### config.mk
export PLATFORM = sky130hd
export DESIGN_NAME = isl_mode_sequencer
export DESIGN_NICKNAME = d
export VERILOG_FILES = /design/src/rtl/isl_mode_seq_pkg.sv /design/src/rtl/isl_mode_sequencer_watchdog.sv /design/src/rtl/isl_mode_sequencer.sv
export SDC_FILE = /design/constraint.sdc
export NUM_CORES = 1
export LEC_CHECK = 0
export CORE_MARGIN = 2
export CORE_UTILIZATION = 57
export CTS_CLUSTER_DIAMETER = 150
export CTS_CLUSTER_SIZE = 25
export DETAILED_ROUTE_END_ITERATION = 10
export PLACE_DENSITY = 0.81
export SETUP_SLACK_MARGIN = 0.4
export SYNTH_ARGS = -nofsm -noshare
export SYNTH_HDL_FRONTEND = slang
export SYNTH_SLANG_ARGS = --single-unit
### constraint.sdc
create_clock -name clk27 -period 6.3 [get_ports clk27]
set_clock_uncertainty 0.2 [all_clocks]
set_input_delay 1.26 -clock clk27 [delete_from_list [all_inputs] [get_ports clk27]]
set_output_delay 1.26 -clock clk27 [all_outputs]
set_load 0.01 [all_outputs]
### src/rtl/isl_mode_seq_pkg.sv
// Shared types for the ISL51002 mode sequencer: state encoding, field widths
// and the mode record that is qualified, latched and compared frame to frame.
package isl_mode_seq_pkg;

    localparam int VTOTAL_W = 11;
    localparam int PCNT_W   = 20;

    typedef enum logic [1:0] {
        ST_NO_SYNC = 2'd0,
        ST_ACQUIRE = 2'd1,
        ST_LOCKED  = 2'd2
    } seq_state_e;

    typedef struct packed {
        logic [VTOTAL_W-1:0] vtotal;
        logic                interlace;
        logic [PCNT_W-1:0]   pcnt;
    } mode_rec_t;

    // Unsigned operands are widened by one bit so the difference never wraps.
    function automatic logic pcnt_within(input logic [PCNT_W-1:0] a,
                                         input logic [PCNT_W-1:0] b,
                                         input logic [PCNT_W:0]   tol);
        logic signed [PCNT_W:0] diff;
        logic        [PCNT_W:0] mag;
        diff = $signed({1'b0, a}) - $signed({1'b0, b});
        mag  = diff[PCNT_W] ? $unsigned(-diff) : $unsigned(diff);
        return (mag <= tol);
    endfunction

endpackage

### src/rtl/isl_mode_sequencer_watchdog.sv
// Frame-tick watchdog: counts clk27 cycles between ticks while running and
// pulses expired on the terminal count unless a tick arrives that same cycle.
module sync_watchdog #(
    parameter int TIMEOUT_CYCLES = 2700000
) (
    input  logic clk27,
    input  logic reset_n,
    input  logic run,
    input  logic kick,
    output logic expired
);
    localparam int CW = $clog2(TIMEOUT_CYCLES + 1);
    localparam logic [CW-1:0] TERMINAL = CW'(TIMEOUT_CYCLES - 1);

    logic [CW-1:0] cnt_q;
    logic [CW-1:0] cnt_d;

    assign expired = run && !kick && (cnt_q == TERMINAL);

    always_comb begin
        cnt_d = cnt_q + CW'(1);
        if (!run || kick || expired) begin
            cnt_d = '0;
        end
    end

    always_ff @(posedge clk27) begin
        if (!reset_n) begin
            cnt_q <= '0;
        end else begin
            cnt_q <= cnt_d;
        end
    end

endmodule

### src/rtl/isl_mode_sequencer.sv
// Video mode qualifier/locker between the ISL51002 measurements and the CPU.
// Build option MODE_SEQ_HYST_EN: tolerate one isolated mismatching frame while locked.
module isl_mode_sequencer
    import isl_mode_seq_pkg::*;
#(
    parameter int STABLE_FRAMES  = 4,
    parameter int PCNT_TOL       = 8,
    parameter int TIMEOUT_CYCLES = 2700000
) (
    input  logic                clk27,
    input  logic                reset_n,
    input  logic                enable_i,
    input  logic                frame_tick_i,
    input  logic [VTOTAL_W-1:0] vtotal_i,
    input  logic                interlace_i,
    input  logic [PCNT_W-1:0]   pcnt_frame_i,
    input  logic                irq_ack_i,
    output logic                mode_valid_o,
    output logic [VTOTAL_W-1:0] mode_vtotal_o,
    output logic                mode_interlace_o,
    output logic [PCNT_W-1:0]   mode_pcnt_o,
    output logic                irq_o,
    output logic                resync_req_o,
    output logic [1:0]          state_o,
    output logic [7:0]          change_cnt_o
);
    localparam logic [3:0]      SF_W  = STABLE_FRAMES[3:0];
    localparam logic [PCNT_W:0] TOL_W = PCNT_TOL[PCNT_W:0];

    seq_state_e state_q;
    mode_rec_t  cand_q;
    mode_rec_t  mode_q;
    mode_rec_t  in_mode;
    mode_rec_t  lock_src;
    logic [3:0] stable_cnt_q;
    logic [3:0] stable_cnt_d;
    logic       mode_valid_q;
    logic       irq_q;
    logic       resync_req_q;
    logic [7:0] change_cnt_q;
    logic       cand_match;
    logic       wd_run;
    logic       wd_expired;
    logic       tick;
    logic       do_lock;
`ifdef MODE_SEQ_HYST_EN
    logic       miss_q;
`endif

    assign in_mode      = '{vtotal: vtotal_i, interlace: interlace_i, pcnt: pcnt_frame_i};
    assign tick         = enable_i && frame_tick_i;
    assign stable_cnt_d = stable_cnt_q + 4'd1;
    assign cand_match   = (vtotal_i == cand_q.vtotal) && (interlace_i == cand_q.interlace)
                          && pcnt_within(pcnt_frame_i, cand_q.pcnt, TOL_W);
    assign wd_run       = enable_i && (state_q != ST_NO_SYNC);

    // Locking from NO_SYNC (single-frame qualification) takes the live frame.
    assign lock_src = (state_q == ST_NO_SYNC) ? in_mode : cand_q;
    assign do_lock  = tick && !wd_expired &&
                      (((state_q == ST_NO_SYNC) && (STABLE_FRAMES == 1)) ||
                       ((state_q == ST_ACQUIRE) && cand_match && (stable_cnt_d >= SF_W)));

    sync_watchdog #(.TIMEOUT_CYCLES(TIMEOUT_CYCLES)) u_watchdog (
        .clk27   (clk27),
        .reset_n (reset_n),
        .run     (wd_run),
        .kick    (tick),
        .expired (wd_expired)
    );

    always_ff @(posedge clk27) begin
        if (!reset_n) begin
            state_q      <= ST_NO_SYNC;
            cand_q       <= '0;
            mode_q       <= '0;
            stable_cnt_q <= '0;
            mode_valid_q <= 1'b0;
            irq_q        <= 1'b0;
            resync_req_q <= 1'b0;
            change_cnt_q <= '0;
`ifdef MODE_SEQ_HYST_EN
            miss_q       <= 1'b0;
`endif
        end else begin
            resync_req_q <= 1'b0;
            if (irq_ack_i) begin
                irq_q <= 1'b0;
            end
            if (!enable_i || wd_expired) begin
                if (state_q == ST_LOCKED) begin
                    irq_q        <= 1'b1;
                    change_cnt_q <= change_cnt_q + 8'd1;
                end
                state_q      <= ST_NO_SYNC;
                mode_valid_q <= 1'b0;
                stable_cnt_q <= '0;
`ifdef MODE_SEQ_HYST_EN
                miss_q       <= 1'b0;
`endif
            end else if (frame_tick_i) begin
                if ((state_q == ST_ACQUIRE) && cand_match) begin
                    stable_cnt_q <= stable_cnt_d;
                end else if ((state_q == ST_LOCKED) && cand_match) begin
`ifdef MODE_SEQ_HYST_EN
                    miss_q <= 1'b0;
`endif
                end
`ifdef MODE_SEQ_HYST_EN
                else if ((state_q == ST_LOCKED) && !miss_q) begin
                    miss_q <= 1'b1;
                end
`endif
                else begin
                    if (state_q == ST_LOCKED) begin
                        mode_valid_q <= 1'b0;
                        irq_q        <= 1'b1;
                        change_cnt_q <= change_cnt_q + 8'd1;
                    end
                    cand_q       <= in_mode;
                    stable_cnt_q <= 4'd1;
                    state_q      <= ST_ACQUIRE;
`ifdef MODE_SEQ_HYST_EN
                    miss_q       <= 1'b0;
`endif
                end
                if (do_lock) begin
                    state_q      <= ST_LOCKED;
                    mode_q       <= lock_src;
                    mode_valid_q <= 1'b1;
                    irq_q        <= 1'b1;
                    resync_req_q <= 1'b1;
                    change_cnt_q <= change_cnt_q + 8'd1;
                end
            end
        end
    end

    assign mode_valid_o     = mode_valid_q;
    assign mode_vtotal_o    = mode_q.vtotal;
    assign mode_interlace_o = mode_q.interlace;
    assign mode_pcnt_o      = mode_q.pcnt;
    assign irq_o            = irq_q;
    assign resync_req_o     = resync_req_q;
    assign state_o          = state_q;
    assign change_cnt_o     = change_cnt_q;

endmodule

==> summary.md, run 1 <==
| Metric | Value |
|---|---|
| Status | finished, final reports clean |
| Cell Area, Synth | 0.006834 sq mm |
| Min-Delay Path Class | flop to flop |
| Vias in the first global route | 6130 |
| Post-synthesis mux area share | 0.05969 |
| NumNets Final | 1021 |
| Synth Flop Type | dfxtp_1 |
| Share of layout cells above drive strength 1 | 0.09119 |
| Final Power | 1.722 mW |
| Fraction of the yosys area taken by sequential cells | 0.3017 |
| RSZ-0062 raised after global routing | false |
| WL met1 | 7983 microns |
| Worst r2r path cells | 16 |
| Routed WL | 17150 microns |
| Max-cap violations | 0 |
| FILL cells | 959 |
| Final Cycle Share | 0.9123 |
| Worst setup path class | input pin to flop |
| Worst setup EP type | flop |
| Clock latency on the worst-skew pair | 0.36 ns |
| Die Span Y | 113.5 microns |
| I/O pin cnt | 82 |
| WHS | 0.2788 ns |
| Drt first pass iters | 5 |
| Met3 wire len | 952 microns |
| Root Driver | clkbuf_16 |
| Crit path time final | 5.747 ns |
| Drc violations | 0 |
| Number of cell rows | 39 |
| Max-slew headroom | 0.4850 |
| Initial Util | 0.5909 |
| Crit path setup slack, layout | 0.5528 ns |
| Hold Fails Final Rpt | 0 |
| Simple-gate share of the synthesized area | 0.2488 |
| Crit path from | pcnt_frame_i[4] |
| Initial antenna violation count | 0 |
| Post-synthesis xor/xnor area fraction | 0.04998 |
| Num CTS Buffers | 9 |
| DR WL/cell | 15.48 microns |
| Wire length on met2 | 7934 microns |
| Cell leakage power | 3.043 nW |
| Crit path capture | cand_q[7] |
| Avg Cell Area, Syn | 7.705 sq um |
| IO buf count | 81 |
| CP required | 6.31 ns |
| Worst-Margin Slew | 0.7726 ns |
| Global-route usage over all layers | 0.2663 |
| Remaining Overflow, GRT | 0 |
| Synth Area in Compound Gates | 0.2424 |
| TritonCTS Sinks | 103 |
| HPWL Detailed | 12180 microns |
| Worst-path clk slew | 0.07 ns |
| Power Dens Cells | 208.9 mW/mm^2 |
| Routability cong. | 0.9172 |
| # diodes | 0 |
| Global-route wire length before repair | 28660 microns |
| Syn_nets | 948 |
| Largest net degree at the start of global routing | 74 |
| DR vias | 6705 |
| Worst R2R Start | cand_q[0] |
| Initial drt markers | 603 |
| DIE AREA | 0.01288 sq mm |
| Share of synthesized cell area in full adder, half adder and majority cells | 0.04504 |
| Max layer used | met4 |
| Final setup violation count | 0 |
| Vias per cell | 6.051 |
| Largest family of logic cells by synthesized area | simple AND/OR/NAND/NOR gates |
| Width of the chip | 113.5 microns |
| Startpoint types | input pin |
| Yosys cell types | 85 |
| Slew Limit Fails | 0 |
| Placed cell area | 0.007834 sq mm |
| Synth Register Bits | 103 |
| WP data arrival | 5.76 ns |
| Max Fclk | 0.1740 GHz |
| Number of flops mapped to enable cells by yosys | 0 |
| R2R setup slack | 1.50 ns |
| Synth warn | 0 |
| Area Growth Syn to Fin | 20.65% |
| Crit path max fanout | 32 |
| Routed Antenna Nets | 0 |
| Cells after Synth | 887 |
| CTS Buffer Depth | 2 |
| Hold_buf cts | 0 |
| Synth async-reset ratio | 0 |
| DP Worst Slack | 0.03544 ns |
| Final Cell Area | 0.008245 sq mm |
| Worst vdd ir | 0.2042 mV |
| H-tree Lvls | 3 |
| CTS tree | yes |
| Total negative slack | 0 ns |
| RR Endpoint | cand_q[7] |
| Placeable Area | 0.01156 sq mm |
layer usage:
layer	vias up	global-route usage
li1	3311	-
met1	3158	0.3689
met2	211	0.4259
met3	25	0.05526
met4	0	0.06748
met5	-	0
logic make-up (layout without fill, tap and decap cells):
family | after synthesis | in the layout
flip-flops | 103 | 103
buffers and inverters | 79 | 157
XOR/XNOR | 39 | 39
multiplexers | 40 | 40
AO/OA/AOI/OAI | 263 | 263
adder cells (fa/ha/maj) | 24 | 24
AND/OR/NAND/NOR | 339 | 339
where the power goes:
part | total (mW) | switching (mW) | internal [mW] | leakage (nW)
Sequential | 0.670 | 0.00899 | 0.661 | 0.834
Clock | 0.635 | 0.270 | 0.365 | 0.162
Combinational | 0.417 | 0.243 | 0.173 | 2.05
Total | 1.72 | 0.522 | 1.20 | 3.04
timing repair:
action / in CTS / in global routing
endpoints found under the hold margin: 0 / 0
resized for setup: 0 / 13
setup endpoints to repair: 0 / 76
setup buffers: 0 / 0
area by class of cell:
class                      count  area [sq um]  share of cell area
tap                          143         178.9             0.02170
clock buffer                  10         239.0             0.02898
timing repair buffer         111          1066              0.1293
multi-input combinational    705          4486              0.5440
clock inverter                 6         101.3             0.01229
sequential                   103          2062              0.2501
inverter                      30         112.6             0.01366
cells in the mapped netlist, drive strengths merged (10+ instances only):
master,count,share of area
nand3,26,0.019
nor2,122,0.068
nand4,17,0.020
a211oi,10,0.012
nor3,12,0.010
nand2b,14,0.013
buf,17,0.018
nand2,81,0.044
o21ai,71,0.052
and3,10,0.0099
ha,23,0.042
mux2i,37,0.054
a21oi,108,0.080
and2,12,0.011
or3,15,0.014
dfxtp,103,0.30
inv,30,0.016
clkbuf,32,0.018
xor2,16,0.021
xnor2,23,0.029
worst min-delay path by stage:
stage                          endpoint  slack [ns]  cells after the start                start
global placement    u_watchdog.cnt_q[0]        0.26                      1  u_watchdog.cnt_q[0]
detailed placement                irq_o        0.26                      2                irq_o
CTS                     change_cnt_o[7]        0.28                      2      change_cnt_o[7]
floorplan           u_watchdog.cnt_q[0]        0.24                      1  u_watchdog.cnt_q[0]
global route                      irq_o        0.31                      2                irq_o
finish                  change_cnt_o[7]        0.28                      2      change_cnt_o[7]
critical path, cell delays in order:
cell and delay [ns]:
clkdlybuf4s50_1 0.45, ha_1 0.46, and2_2 0.26, o211a_1 0.22, nor2_1 0.08, nor3_1 0.43
o22ai_1 0.29, nor4_4 0.32, mux2i_1 0.21, a2bb2oi_1 0.11, or4b_4 0.54, or2_1 0.28
o31a_2 0.36, buf_12 0.19, mux2i_1 0.18, nor2_1 0.07
cells in the final DEF (no fill, tap or decap), types with 3 or more instances in the layout:
master	n
nor4_1	5
nand3_1	26
inv_1	29
o21a_1	3
nand2b_1	14
xor2_1	16
nor2b_1	4
a2bb2oi_1	4
buf_4	28
nand2_1	81
a211oi_1	7
and4_1	3
a21oi_1	105
a21o_1	7
o31ai_1	4
o31a_1	5
or2_1	4
o211a_1	5
mux2i_1	36
a211oi_2	3
nor2_1	119
xnor2_1	23
a31oi_1	5
o211ai_1	6
o21ai_0	69
or3_1	13
and2_1	11
nand4_1	15
o22ai_1	3
nor3_1	10
a21oi_2	3
clkbuf_16	9
ha_1	23
clkdlybuf4s50_1	79
and3_1	9
dfxtp_1	103
state kept, by name, indices dropped and copies added (netlist names):
name	count
resync_req_o	1
irq_o	1
cand_q	32
mode_pcnt_o	20
u_watchdog.cnt_q	22
change_cnt_o	8
mode_interlace_o	1
state_o	2
stable_cnt_q	4
mode_vtotal_o	11
mode_valid_o	1
per-stage QoR:
stage,cells,utilization
floorplan,887,-
global placement,1092,0.6774
detailed placement,1092,0.6774
CTS,1108,0.7068
global route,1108,0.7130
finish,1108,0.7130
(Power assumes the default switching activity.)
==> inputs of run 2 (changes only) <==
--- a/config.mk
+++ b/config.mk
@@ -10,8 +10,11 @@
 export CTS_CLUSTER_DIAMETER = 150
 export CTS_CLUSTER_SIZE = 25
 export DETAILED_ROUTE_END_ITERATION = 10
+export HOLD_SLACK_MARGIN = 0.06
 export PLACE_DENSITY = 0.81
+export RECOVER_POWER = 50
 export SETUP_SLACK_MARGIN = 0.4
+export SKIP_LAST_GASP = 1
 export SYNTH_ARGS = -nofsm -noshare
 export SYNTH_HDL_FRONTEND = slang
 export SYNTH_SLANG_ARGS = --single-unit
==> summary.md, run 2 (same netlist as run 1, synthesis figures left out) <==
| Metric | Value |
|---|---|
| Status | finished, final reports clean (unchanged) |
| Fin util | 0.7117 (was 0.7130) |
| Hold Fails Final Rpt | 0 (unchanged) |
| Num CTS Buffers | 9 (unchanged) |
| Worst setup path class | input pin to flop (unchanged) |
| # diodes | 0 (unchanged) |
| Share of layout cells above drive strength 1 | 0.08808 (was 0.09119) |
| Remaining Overflow, GRT | 0 (unchanged) |
| Clock latency on the worst-skew pair | 0.36 ns (about the same) |
| DR vias | 6673 (was 6705) |
| Crit path max fanout | 32 (unchanged) |
| Initial antenna violation count | 0 (unchanged) |
| Slew Limit Fails | 0 (unchanged) |
| Routed Antenna Nets | 0 (unchanged) |
| HPWL Detailed | 12180 microns (unchanged) |
| Hold Crit Depth | 2 (unchanged) |
| CTS Buffer Depth | 2 (unchanged) |
| Area Growth Syn to Fin | 20.43% (was 20.65%) |
| Max-slew headroom | 0.1067 (was 0.4850) |
| Most frequent cells in the layout | nor2_1, a21oi_1, dfxtp_1, nand2_1, o21ai_0 (was nor2_1, a21oi_1, dfxtp_1, nand2_1, clkdlybuf4s50_1) |
| Max-cap violations | 0 (unchanged) |
| Width of the chip | 113.5 microns (unchanged) |
| Power Dens Cells | 208.8 mW/mm^2 (was 208.9 mW/mm^2) |
| Startpoint types | input pin (unchanged) |
| Vias per cell | 6.023 (was 6.051) |
| Min-Delay Path Class | flop to flop (unchanged) |
| Worst r2r path cells | 16 (unchanged) |
| Commonest non-fill, non-tap cell in the layout | nor2_1 (unchanged) |
| I/O pin cnt | 82 (unchanged) |
| Worst setup EP type | flop (unchanged) |
| Cell leakage power | 3.198 nW (was 3.043 nW) |
| Worst vdd ir | 0.2041 mV (was 0.2042 mV) |
| Initial Util | 0.5909 (unchanged) |
| Max Fclk | 0.1700 GHz (was 0.1740 GHz) |
| Initial drt markers | 554 (was 603) |
| CP required | 6.32 ns (was 6.31 ns) |
| Total negative slack | 0 ns (unchanged) |
| Drc violations | 0 (unchanged) |
| Routed WL | 17100 microns (was 17150 microns) |
| DP Worst Slack | 0.03544 ns (unchanged) |
| Largest register FFs | 32 (unchanged) |
| Largest net degree at the start of global routing | 74 (unchanged) |
| Hold_buf cts | 0 (unchanged) |
| Placeable Area | 0.01156 sq mm (unchanged) |
| RSZ-0062 raised after global routing | false (unchanged) |
| Crit path setup slack, layout | 0.4184 ns (was 0.5528 ns) |
| Die Span Y | 113.5 microns (unchanged) |
| Global-route usage over all layers | 0.2663 (unchanged) |
| Routability cong. | 0.9172 (unchanged) |
| IO buf count | 81 (unchanged) |
| Worst-Margin Slew | 1.340 ns (was 0.7726 ns) |
| Multi-input gate area | 0.004474 sq mm (was 0.004486 sq mm) |
| WHS | 0.2753 ns (was 0.2788 ns) |
| NumNets Final | 1021 (unchanged) |
| H-tree Lvls | 3 (unchanged) |
| DIE AREA | 0.01288 sq mm (unchanged) |
| Worst-path clk slew | 0.07 ns (about the same) |
| Number of cell rows | 39 (unchanged) |
| DR WL/cell | 15.43 microns (was 15.48 microns) |
| Area of all sequential standard cells | 0.002062 sq mm (unchanged) |
| Root Driver | clkbuf_16 (unchanged) |
| Global-route wire length before repair | 28660 microns (unchanged) |
| Crit path time final | 5.882 ns (was 5.747 ns) |
| Top reg by flops | cand_q (unchanged) |
| FILL cells | 964 (was 959) |
| WP data arrival | 5.90 ns (was 5.76 ns) |
| CTS tree | yes (unchanged) |
| Final Cycle Share | 0.9336 (was 0.9123) |
| Vias in the first global route | 6130 (unchanged) |
| Final setup violation count | 0 (unchanged) |
| Final Power | 1.719 mW (was 1.722 mW) |
| Drt first pass iters | 5 (unchanged) |
| TritonCTS Sinks | 103 (unchanged) |
-- run 2: cell types whose count changed in the layout (fill, tap and decap cells not counted), sizes merged --
cell and change:
dlygate4sd3 +45, clkbuf +1, clkdlybuf4s50 -45, buf -1
-- run 2: timing repair --
action / CTS / global route
endpoints found under the setup margin: 0 / 76
gates resized for setup: 0 / 13
buffers inserted: 0 / 0
-- run 2: layer usage --
layer	GRT usage	routed length, microns	part of all wire	up-vias
met5	0	0	0	-
met3	0.05526	916	0.054	21
met2	0.4259	7889	0.46	197
met1	0.3689	8024	0.47	3148
met4	0.06748	269	0.016	0
li1	-	-	-	3307
-- run 2: metrics by stage --
step | instance area, sq um | instances
after floorplan | 6834 | 887
after global placement | 7834 | 1092
after detailed placement | 7834 | 1092
after CTS | 8174 | 1108
after global routing | 8230 | 1108
final | 8230 | 1108
-- run 2: where the power goes --
group | internal, mW | leakage [nW] | switching [mW] | total [mW]
Clock | 0.365 | 0.162 | 0.269 | 0.634
Sequential | 0.661 | 0.834 | 0.00896 | 0.670
Combinational | 0.172 | 2.20 | 0.242 | 0.414
-- run 2: path summary, 6_finish.rpt --
check	slack (ns)	start	to
worst max-delay path	0.42	pcnt_frame_i[6]	cand_q[5]
worst min-delay path	0.28	change_cnt_o[7]	change_cnt_o[7]
worst max register to register	1.43	cand_q[6]	cand_q[5]
worst min register to register	0.28	change_cnt_o[7]	change_cnt_o[7]
-- run 2: final cells by class --
cell class	instances	area share
clock buffer	10	0.02904
inverter	30	0.01368
sequential	103	0.2505
clock inverter	6	0.01231
timing repair buffer	111	0.1291
tap	143	0.02174
multi-input combinational	705	0.5436
-- run 2: critical path, stage by stage --
cell and delay [ns]:
clkdlybuf4s50_1 0.47, ha_1 0.37, a21o_1 0.22, a31oi_1 0.19, o221ai_1 0.29, or3_1 0.46
a22oi_4 0.24, and3_1 0.29, nand3_1 0.12, mux2_4 0.32, or4b_4 0.55, or2_1 0.28
o31a_2 0.36, buf_12 0.19, mux2i_1 0.18, nor2_1 0.06
==> RTL change (config.mk and constraints of run 1) <==
Build with the macro `MODE_SEQ_HYST_EN` defined.
--- a/src/rtl/isl_mode_sequencer.sv
+++ b/src/rtl/isl_mode_sequencer.sv
@@ -1,4 +1,6 @@
 // Video mode qualifier/locker between the ISL51002 measurements and the CPU.
 // Build option MODE_SEQ_HYST_EN: tolerate one isolated mismatching frame while locked.
+`define MODE_SEQ_HYST_EN
+
 module isl_mode_sequencer
     import isl_mode_seq_pkg::*;
Behaviour: not the same (Yosys sat finds a counterexample within 10 cycles, from zero or initial values and one cycle with reset_n low).
==> RTL change against run 1 <==
  * Sequential cell count is 1 higher
  * Fmax is 0.63% higher
  * Area after synthesis decreased by 3.8%
  * Wire length rose by 5.1%
  * Total power is 7.9% lower
  * Critical path type unchanged
  * Critical endpoint is now cand_q[25]
  * Cell area is 4.5% lower
  * Worst setup slack gained 0.036 ns
==> RTL change: results (changes against run 1) <==
Finish
  – Post-Layout Cell Count: 1037 (was 1108)
  – Layout cell share with drive strength beyond 1: 8.389% (was 9.119%)
  – Layout Nets: 951 (was 1021)

Global route
  – Met1 usage: 36.36% (was 36.89%)
  – M2 GR Usage: 46.71% (was 42.59%)
  – First-pass GRT wire length: 28990 um (was 28660 um)
  – Largest net degree at the start of global routing: 67 (was 74)
  – Grt met3 use: 4.192% (was 5.526%)
  – Number of global-route vias before repair: 6009 (was 6130)
  – Total GRT Usage: 28.07% (was 26.63%)

Synth
  – Avg Inst Size Synth: 7.965 um^2 (was 7.705 um^2)
  – Synth cell types: 73 (was 85)
  – Mapped Nets: 886 (was 948)
  – Synth Area in Adders: 4.684% (was 4.504%)
  – Seq/Total Area, Yosys: 31.68% (was 30.17%)
  – Complex-gate fraction of the synthesized area: 22.41% (was 24.24%)
  – Multiplexer area fraction after synthesis: 6.436% (was 5.969%)
  – Synth top area cells: dfxtp_1 32%, nor2_1 7.1%, mux2i_1 6.1%, nand2_1 4.7%, ha_1 4.4% (was dfxtp_1 30%, a21oi_1 7.8%, nor2_1 6.6%, mux2i_1 5.4%, o21ai_0 5.1%)
  – Commonest cells in the netlist: 124 x nor2_1, 104 x dfxtp_1, 83 x nand2_1 (was 120 x nor2_1, 107 x a21oi_1, 103 x dfxtp_1)
  – XOR/XNOR Fraction of Synth Area: 5.046% (was 4.998%)

Critical path
  – Depth of the most critical reg-to-reg path: 18 (was 16)
  – Largest stage delay, worst path: 0.51 ns (was 0.54 ns)
  – R2R Path End: cand_q[25] (was cand_q[7])
  – CP arrival: 5.75 ns (was 5.76 ns)
  – CP max stage cell: clkdlybuf4s50_1 (was or4b_4)
  – Worst R2R Setup Slack: 1.75 ns (was 1.50 ns)

Place
  – Final RePlAce weighted congestion: 0.9158 (was 0.9172)
  – Port buffer count: 81 (unchanged)
  – Pre-CTS setup slack: 0.03553 ns (was 0.03544 ns)
  – Placed insts: 1017 (was 1092)

Route
  – Routed Wire Length: 18020 um (was 17150 um)
  – Met2 WL: 8557 um (was 7934 um)
  – Drt first-iter violations: 567 (was 603)
  – Wl on met1: 7966 um (was 7983 um)
  – Wire length on met3: 1058 um (was 952 um)

STA
  – Slew margin rel.: 9.162% (was 48.50%)

Status
  – Status: finished clean (unchanged)

Power and ir drop
  – Maximum VDD drop: 0.1557 mV (was 0.2042 mV)
RTL change: repair_timing:
action                                  in CTS  in global routing
endpoints found under the setup margin       2                 74
hold endpoints to repair                     0                  0
gates cloned                                 0                  2
pin swaps                                    0                  3
buffers inserted                             0                  3
gates resized for setup                      1                 12
RTL change: final cells by class:
class,count,area [um^2]
clock buffers,9,225.2
clock inverters,6,70.07
fillers,950,3443
inverters,30,112.6
multi-input cells,647,4210
flip-flops and latches,104,2082
well taps,143,178.9
repair buffers,98,998.5
RTL change: how the worst max path moves through the flow:
stage	start	to	slack, ns
4_1_cts	pcnt_frame_i[0]	change_cnt_o[2]	0.46
3_5_place_dp	pcnt_frame_i[0]	mode_pcnt_o[10]	0.04
5_1_grt	pcnt_frame_i[0]	cand_q[10]	0.40
6_report	pcnt_frame_i[0]	cand_q[25]	0.59
3_3_place_gp	pcnt_frame_i[0]	mode_pcnt_o[17]	0.22
2_1_floorplan	pcnt_frame_i[0]	cand_q[0]	1.04
RTL change: report_power, final:
group / leakage (nW) / switching [mW] / internal, mW
logic: 1.79 / 0.209 / 0.135
clock network: 0.139 / 0.255 / 0.308
registers: 0.842 / 0.0115 / 0.668
RTL change: critical path, delay by kind of cell:
kind / cells / cell delay, ns
mux: 2 / 0.57
fa+ha+maj: 2 / 0.62
simple gates: 5 / 0.84
compound gates: 6 / 1.35
buf+inv: 5 / 1.10
RTL change: through the flow:
stage / util, % / instance area [um^2] / hold WS (ns)
final: 69.58 / 7878 / 0.2828
after global routing: 69.58 / 7878 / 0.2983
after global placement: 65.90 / 7461 / 0.2555
after CTS: 68.52 / 7757 / 0.2803
after detailed placement: 65.90 / 7461 / 0.2711
after floorplan: - / 6571 / 0.2414
